===== config.mk =====
export PLATFORM = sky130hd
export DESIGN_NAME = stacker
export DESIGN_NICKNAME = d
export VERILOG_FILES = /design/src/rtl/stacker_pkg.sv /design/src/rtl/stacker_axis_out_reg.sv /design/src/rtl/stacker.sv
export SDC_FILE = /design/constraint.sdc
export NUM_CORES = 1
export LEC_CHECK = 0
export ABC_CLOCK_PERIOD_IN_PS = 4040
export CAP_MARGIN = 20
export CORE_MARGIN = 8
export CORE_UTILIZATION = 33
export CTS_CLUSTER_DIAMETER = 40
export DETAILED_ROUTE_END_ITERATION = 16
export PLACE_DENSITY = 0.54
export RECOVER_POWER = 50
export SYNTH_ARGS = -nofsm -noshare
export SYNTH_HDL_FRONTEND = slang
export SYNTH_SLANG_ARGS = --single-unit

===== constraint.sdc =====
create_clock -name clk_in -period 4.04 [get_ports clk_in]
set_input_delay 0.808 -clock clk_in [delete_from_list [all_inputs] [get_ports clk_in]]
set_output_delay 0.808 -clock clk_in [all_outputs]
set_load 0.01 [all_outputs]

===== src/rtl/stacker_pkg.sv =====
// stacker_pkg: widths, chunk record and lane-mask helper shared by the
// pixel-to-chunk stacker and its output register.
package stacker_pkg;

    localparam int PIXEL_W       = 8;
    localparam int CHUNK_W       = 128;
    localparam int PIX_PER_CHUNK = 16;
    localparam int LANE_IDX_W    = 4;

    // One packed chunk as it travels through the output register
    typedef struct packed {
        logic [CHUNK_W-1:0]       data;
        logic                     last;
        logic [PIX_PER_CHUNK-1:0] keep;
    } chunk_t;

    // Low-contiguous mask with lanes 0..lastLane set
    function automatic logic [PIX_PER_CHUNK-1:0] laneMask(input logic [LANE_IDX_W-1:0] lastLane);
        logic [PIX_PER_CHUNK-1:0] mask;
        mask = '0;
        for (int k = 0; k < PIX_PER_CHUNK; k++) begin
            if (k <= int'(lastLane)) begin
                mask[k] = 1'b1;
            end
        end
        return mask;
    endfunction

endpackage


===== src/rtl/stacker_axis_out_reg.sv =====
// axis_out_reg: one-entry AXI-Stream output register. A loaded chunk is held
// stable until the consumer takes it; a load in the same cycle as a transfer
// replaces the entry without a bubble.
module axis_out_reg
    import stacker_pkg::*;
(
    input  logic   i_clk,
    input  logic   i_rst_n,
    input  logic   i_load,
    input  chunk_t i_chunk,
    input  logic   i_ready,
    output logic   o_valid,
    output chunk_t o_chunk
);

    logic   r_valid;
    chunk_t r_chunk;

    // Take a new chunk when loaded, otherwise empty the entry once it drains
    always_ff @(posedge i_clk or negedge i_rst_n) begin
        if (!i_rst_n) begin
            r_valid <= 1'b0;
            r_chunk <= '0;
        end else if (i_load) begin
            r_valid <= 1'b1;
            r_chunk <= i_chunk;
        end else if (i_ready) begin
            r_valid <= 1'b0;
        end
    end

    assign o_valid = r_valid;
    assign o_chunk = r_chunk;

endmodule


===== src/rtl/stacker.sv =====
// stacker: packs 16 accepted 8-bit pixels (or fewer, closed by pixel_tlast)
// into one 128-bit chunk, lane 0 holding the first pixel.
// Optional macro STACKER_TKEEP_EN adds output chunk_tkeep (lane-valid mask).
module stacker
    import stacker_pkg::*;
#(
    parameter logic [PIXEL_W-1:0] PAD_BYTE = 8'h00
)
(
    input  logic               clk_in,
    input  logic               rst_n_in,
    input  logic               pixel_tvalid,
    output logic               pixel_tready,
    input  logic [PIXEL_W-1:0] pixel_tdata,
    input  logic               pixel_tlast,
    output logic               chunk_tvalid,
    input  logic               chunk_tready,
    output logic [CHUNK_W-1:0] chunk_tdata,
    output logic               chunk_tlast
`ifdef STACKER_TKEEP_EN
    ,
    output logic [PIX_PER_CHUNK-1:0] chunk_tkeep
`endif
);

    logic [LANE_IDX_W-1:0] r_laneCount;
    logic [CHUNK_W-1:0]    r_accum;
    logic                  r_active;

    logic   w_accept;
    logic   w_complete;
    logic   w_outValid;
    chunk_t w_newChunk;
    chunk_t w_outChunk;

    // Ready only depends on the output register, and stays low until the
    // first clock edge after reset release.
    assign pixel_tready = r_active && (!w_outValid || chunk_tready);
    assign w_accept     = pixel_tvalid && pixel_tready;
    assign w_complete   = w_accept &&
                          (pixel_tlast || (r_laneCount == LANE_IDX_W'(PIX_PER_CHUNK - 1)));

    // Arms the input side one edge after reset is released
    always_ff @(posedge clk_in or negedge rst_n_in) begin
        if (!rst_n_in) begin
            r_active <= 1'b0;
        end else begin
            r_active <= 1'b1;
        end
    end

    // Lane counter and accumulator; a completed chunk leaves a padded, empty accumulator
    always_ff @(posedge clk_in or negedge rst_n_in) begin
        if (!rst_n_in) begin
            r_laneCount <= '0;
            r_accum     <= {PIX_PER_CHUNK{PAD_BYTE}};
        end else if (w_accept) begin
            if (w_complete) begin
                r_laneCount <= '0;
                r_accum     <= {PIX_PER_CHUNK{PAD_BYTE}};
            end else begin
                r_accum[{r_laneCount, 3'b000} +: PIXEL_W] <= pixel_tdata;
                r_laneCount <= r_laneCount + LANE_IDX_W'(1);
            end
        end
    end

    // Outgoing chunk: accumulator with the completing pixel merged into its lane
    always_comb begin
        w_newChunk      = '0;
        w_newChunk.data = r_accum;
        w_newChunk.data[{r_laneCount, 3'b000} +: PIXEL_W] = pixel_tdata;
        w_newChunk.last = pixel_tlast;
`ifdef STACKER_TKEEP_EN
        w_newChunk.keep = laneMask(r_laneCount);
`endif
    end

    axis_out_reg u_outReg (
        .i_clk   (clk_in),
        .i_rst_n (rst_n_in),
        .i_load  (w_complete),
        .i_chunk (w_newChunk),
        .i_ready (chunk_tready),
        .o_valid (w_outValid),
        .o_chunk (w_outChunk)
    );

    assign chunk_tvalid = w_outValid;
    assign chunk_tdata  = w_outChunk.data;
    assign chunk_tlast  = w_outChunk.last;

`ifdef STACKER_TKEEP_EN
    assign chunk_tkeep = w_outChunk.keep;
`else
    logic [PIX_PER_CHUNK-1:0] w_unusedKeep;
    assign w_unusedKeep = w_outChunk.keep;
`endif

endmodule


==> parameters.txt <==
Parameter                              Value

Route
  Post-DR wirelength/cell ... between 20 and 25 microns
  Total wirelength of the detailed-routed design ... between 40 and 50 mm
  Post-DRT Antenna Nets ... 0
  First-iteration detailed-routing DRC count ... 868
  Vias per cell ... roughly 5.7
  Via count ... 10500
  Drt drc ... 0
  Number of optimization iterations in the first detailed-route pass ... 5

Hold path
  Number of cells on the worst hold path ... 2
  Hold Path Class ... flop to flop

Power and ir drop
  Relative contribution of the clock network to total power ... between 30% and 40%
  Tot Pwr ... between 9000 and 10000 uW
  Net Sw Frac ... a little under a third
  Combinational group share of total power ... 24.7%
  Leakage power ... between 0.006 and 0.007 uW
  Sequential share of power ... between 30% and 40%
  Net load switching power ... about 3000 uW
  Worst IR Drop VDD ... 288 uV
  Int Pwr ... about 6600 uW
  Power per standard cell area ... ~610 nW/um^2

Worst setup path
  Worst-case reg-to-reg path depth ... 7
  Capturing element type of the critical path ... output port
  Required time at the worst-slack endpoint ... 3230 ps
  Nature of the critical path startpoint ... input pin
  Crit path arrival time ... 2760 ps
  Crit Path Class ... input pin to output port
  Peak fanout along the critical path ... 12

Floorplan
  Row Count ... slightly above 70
  Number of I/O pins ... about 140
  Initial core utilization ... between 30% and 40%
  Height of the die ... 209 microns
  Total core area ... roughly 37000 sq um
  Die area ... around 44000 sq um
  Floorplan die width ... 209 microns

Logic synthesis
  Main synth FF type ... sky130_fd_sc_hd__dfrtp_1
  Number of synthesis warnings ... 0
  Post-synth EDFFs ... 0
  Flop and latch count out of synthesis ... ~260
  Cell type contributing the most total cell area after synthesis ... sky130_fd_sc_hd__dfrtp_1
  Part of the Yosys area used for sequential elements ... a little over half
  Area share of the leading cell type in the synthesized netlist ... between 50 and 60%
  Leading post-synthesis cells by cell area ... sky130_fd_sc_hd__dfrtp_1 53%, sky130_fd_sc_hd__nand2_1 4.2%, sky130_fd_sc_hd__mux2i_1 3.9%
  Area of the mapped netlist ... 12300 sq um
  Post-Syn Nets ... between 1000 and 1500
  Share of async-settable or async-resettable flops after synthesis ... 100%
  Post-Synthesis Mean Instance Area ... approximately 10 sq um
  Synthesized instance count ... approximately 1200
  Number of different library cells in the post-synthesis netlist ... 54

STA
  Number of failing setup endpoints in the final timing report ... 0
  Worst-case hold slack ... between 400 and 500 ps
  Post-Route Setup TNS ... 0 ps
  Timing-limited maximum frequency ... 280 MHz
  Measured slew at the worst slew-check pin ... roughly 2900 ps
  Number of slew-limit violations in the final report ... between 100 and 150
  Final critical path time including I/O delays and setup ... ~3600 ps
  Max-Slew Margin vs Limit ... -93.4%
  Setup skew after layout ... 16.8 ps
  Final critical-path share of the clock period ... approximately nine tenths
  Hold violation total from the final report ... 0
  Setup repair after global routing missed its margin ... false

Run status
  Result of the run ... complete, but fails checks
  Violated checks ... capacitance limit, slew limit

GRT
  Number of antenna violations at the first check in global routing ... 0
  Overflow left after global routing ... 0
  Number of global-route vias before repair ... approximately 10000
  First-pass GRT wire length ... around 64 mm
  Largest net degree at the start of global routing ... around 110
  Global-route usage over all layers ... 18.5%

Cells and area
  Final layout net count ... 1342
  Core Util, Final ... a little over two fifths
  Design Area, Final ... between 15000 and 20000 sq um
  Relative area change from synthesis to final layout ... 28.6%
  Number of diodes added for antenna fixing ... 0
  Share of cells above drive strength 1 ... 11.0%

Job
  Number of max-cap violations ... 1

Placed design
  Post-placement cell area ... 14400 sq um
  Count of buffers from port buffering ... 143
  DP Wirelength ... 27.0 mm
  Routability congestion estimate from global placement ... slightly below 0.8

Clock tree
  Clock-pin slew on the worst setup and hold paths ... about 50 ps
  Clock buffers created by TritonCTS ... between 40 and 50
  CTS Hold Bufs ... 0
  Clock tree from TritonCTS ... yes
  Clock root buffer ... sky130_fd_sc_hd__clkbuf_16
  Count of H-tree levels built during CTS ... 2
  Clk_lat worst skew ... 530 ps
  Max clock buf depth ... 3
  Sinks on the clock net ... 263
  Quantity of gates resized following cts ... 0
  Buffers inserted during post-CTS setup optimization ... 0
[per-stage QoR]
stage / std cells / setup WS [ps]
2_1_floorplan: 1208 / 1330
6_report: 1833 / 470
3_3_place_gp: 1753 / 549
4_1_cts: 1833 / 817
3_5_place_dp: 1754 / 680
5_1_grt: 1833 / 395
[layout by cell type (no fill, tap or decap), types with 18 or more instances in the layout]
| master | count |
|---|---|
| sky130_fd_sc_hd__a22o_1 | 41 |
| sky130_fd_sc_hd__mux2i_1 | 48 |
| sky130_fd_sc_hd__o22a_1 | 32 |
| sky130_fd_sc_hd__o31ai_1 | 24 |
| sky130_fd_sc_hd__o211ai_1 | 48 |
| sky130_fd_sc_hd__nor4_1 | 18 |
| sky130_fd_sc_hd__o21ai_0 | 85 |
| sky130_fd_sc_hd__clkdlybuf4s50_1 | 80 |
| sky130_fd_sc_hd__nand2_1 | 137 |
| sky130_fd_sc_hd__dlygate4sd3_1 | 62 |
| sky130_fd_sc_hd__nand4_1 | 51 |
| sky130_fd_sc_hd__a31oi_1 | 24 |
| sky130_fd_sc_hd__dfrtp_1 | 263 |
| sky130_fd_sc_hd__nand3_1 | 84 |
| sky130_fd_sc_hd__buf_4 | 51 |
| sky130_fd_sc_hd__nor2_1 | 26 |
| sky130_fd_sc_hd__o2bb2ai_1 | 40 |
| sky130_fd_sc_hd__clkbuf_16 | 45 |
[worst paths after layout]
path,from,to,slack [ps]
worst max-delay path,chunk_tready,pixel_tready,470
min in group asynchronous,rst_n_in,r_accum[12]$_DFFE_PN0P_,1190
worst max register to register,r_laneCount[0]$_DFFE_PN0P_,r_accum[98]$_DFFE_PN0P_,750
worst min-delay path,u_outReg.o_chunk[85]$_DFFE_PN0P_,u_outReg.o_chunk[85]$_DFFE_PN0P_,480
max in group asynchronous,rst_n_in,u_outReg.o_chunk[69]$_DFFE_PN0P_,1020
worst min register to register,u_outReg.o_chunk[85]$_DFFE_PN0P_,u_outReg.o_chunk[85]$_DFFE_PN0P_,480
[sequential cells by signal (all words and copies together) (netlist names)]
signal,count
u_outReg.o_chunk,129
r_accum,128
r_laneCount,4
r_active,1
u_outReg.o_valid,1
[power by group through the flow]
| stage | Clock [uW] | Combinational (uW) | Sequential (uW) |
|---|---|---|---|
| after global placement | 0 | 2430 | 3470 |
| after detailed placement | 0 | 2460 | 3470 |
| after CTS | 3910 | 2480 | 3440 |
| final | 3840 | 2390 | 3420 |
| after global routing | 4030 | 2620 | 3490 |
| after floorplan | 0 | 1250 | 3500 |
[kinds of logic after synthesis]
family,synth area share (%)
adder cells (fa/ha/maj),0.406
buffers and inverters,4.83
XOR/XNOR,0.0710
AO/OA/AOI/OAI,22.5
flip-flops,53.3
multiplexers,3.89
AND/OR/NAND/NOR,14.9
other,0.0304
[final cells by class]
class | instances | area (sq um)
clock buffer | 57 | 1260
clock inverter | 22 | 272
fill | 3562 | 21400
inverter | 13 | 48.8
multi-input combinational | 802 | 5210
sequential | 263 | 6580
tap | 474 | 593
timing repair buffer | 202 | 1900
[cells in the mapped netlist, types with 3 or more instances]
cell and number:
sky130_fd_sc_hd__o2bb2ai_1 40, sky130_fd_sc_hd__nor2_1 26, sky130_fd_sc_hd__buf_1 10, sky130_fd_sc_hd__nand3b_1 10, sky130_fd_sc_hd__nand2b_1 3, sky130_fd_sc_hd__o31ai_1 24, sky130_fd_sc_hd__a22o_1 41, sky130_fd_sc_hd__clkbuf_1 88
sky130_fd_sc_hd__a21boi_0 17, sky130_fd_sc_hd__nand3_1 85, sky130_fd_sc_hd__ha_1 4, sky130_fd_sc_hd__or2_2 3, sky130_fd_sc_hd__and3_1 9, sky130_fd_sc_hd__nand2_1 137, sky130_fd_sc_hd__nand4_1 51, sky130_fd_sc_hd__a221o_1 16
sky130_fd_sc_hd__mux2i_1 48, sky130_fd_sc_hd__o21ai_0 85, sky130_fd_sc_hd__o22a_1 32, sky130_fd_sc_hd__buf_6 3, sky130_fd_sc_hd__a21o_1 5, sky130_fd_sc_hd__a31oi_1 26, sky130_fd_sc_hd__o31a_1 8, sky130_fd_sc_hd__nor2b_1 3
sky130_fd_sc_hd__buf_2 29, sky130_fd_sc_hd__o21ai_1 6, sky130_fd_sc_hd__nor4_1 18, sky130_fd_sc_hd__o211ai_1 48, sky130_fd_sc_hd__nor3_1 17, sky130_fd_sc_hd__dfrtp_1 263, sky130_fd_sc_hd__and2_1 3, sky130_fd_sc_hd__a21oi_1 4
sky130_fd_sc_hd__o311ai_0 8, sky130_fd_sc_hd__inv_1 11
[routing by layer]
layer / wire (microns) / share of wire (%) / global-route usage, %
met5: 0 / 0 / 0
met4: 1270 / 3.1 / 6.39
met3: 2550 / 6.2 / 3.57
met2: 19100 / 46 / 29.3
met1: 18400 / 45 / 25.0
[critical path, cell delays in order]
cell and delay (ps):
sky130_fd_sc_hd__dlygate4sd3_1 540, sky130_fd_sc_hd__nand2b_1 110, sky130_fd_sc_hd__clkbuf_1 530, sky130_fd_sc_hd__and2_1 220
sky130_fd_sc_hd__clkdlybuf4s50_1 550
No activity file was read; power rests on OpenSTA's default activity.
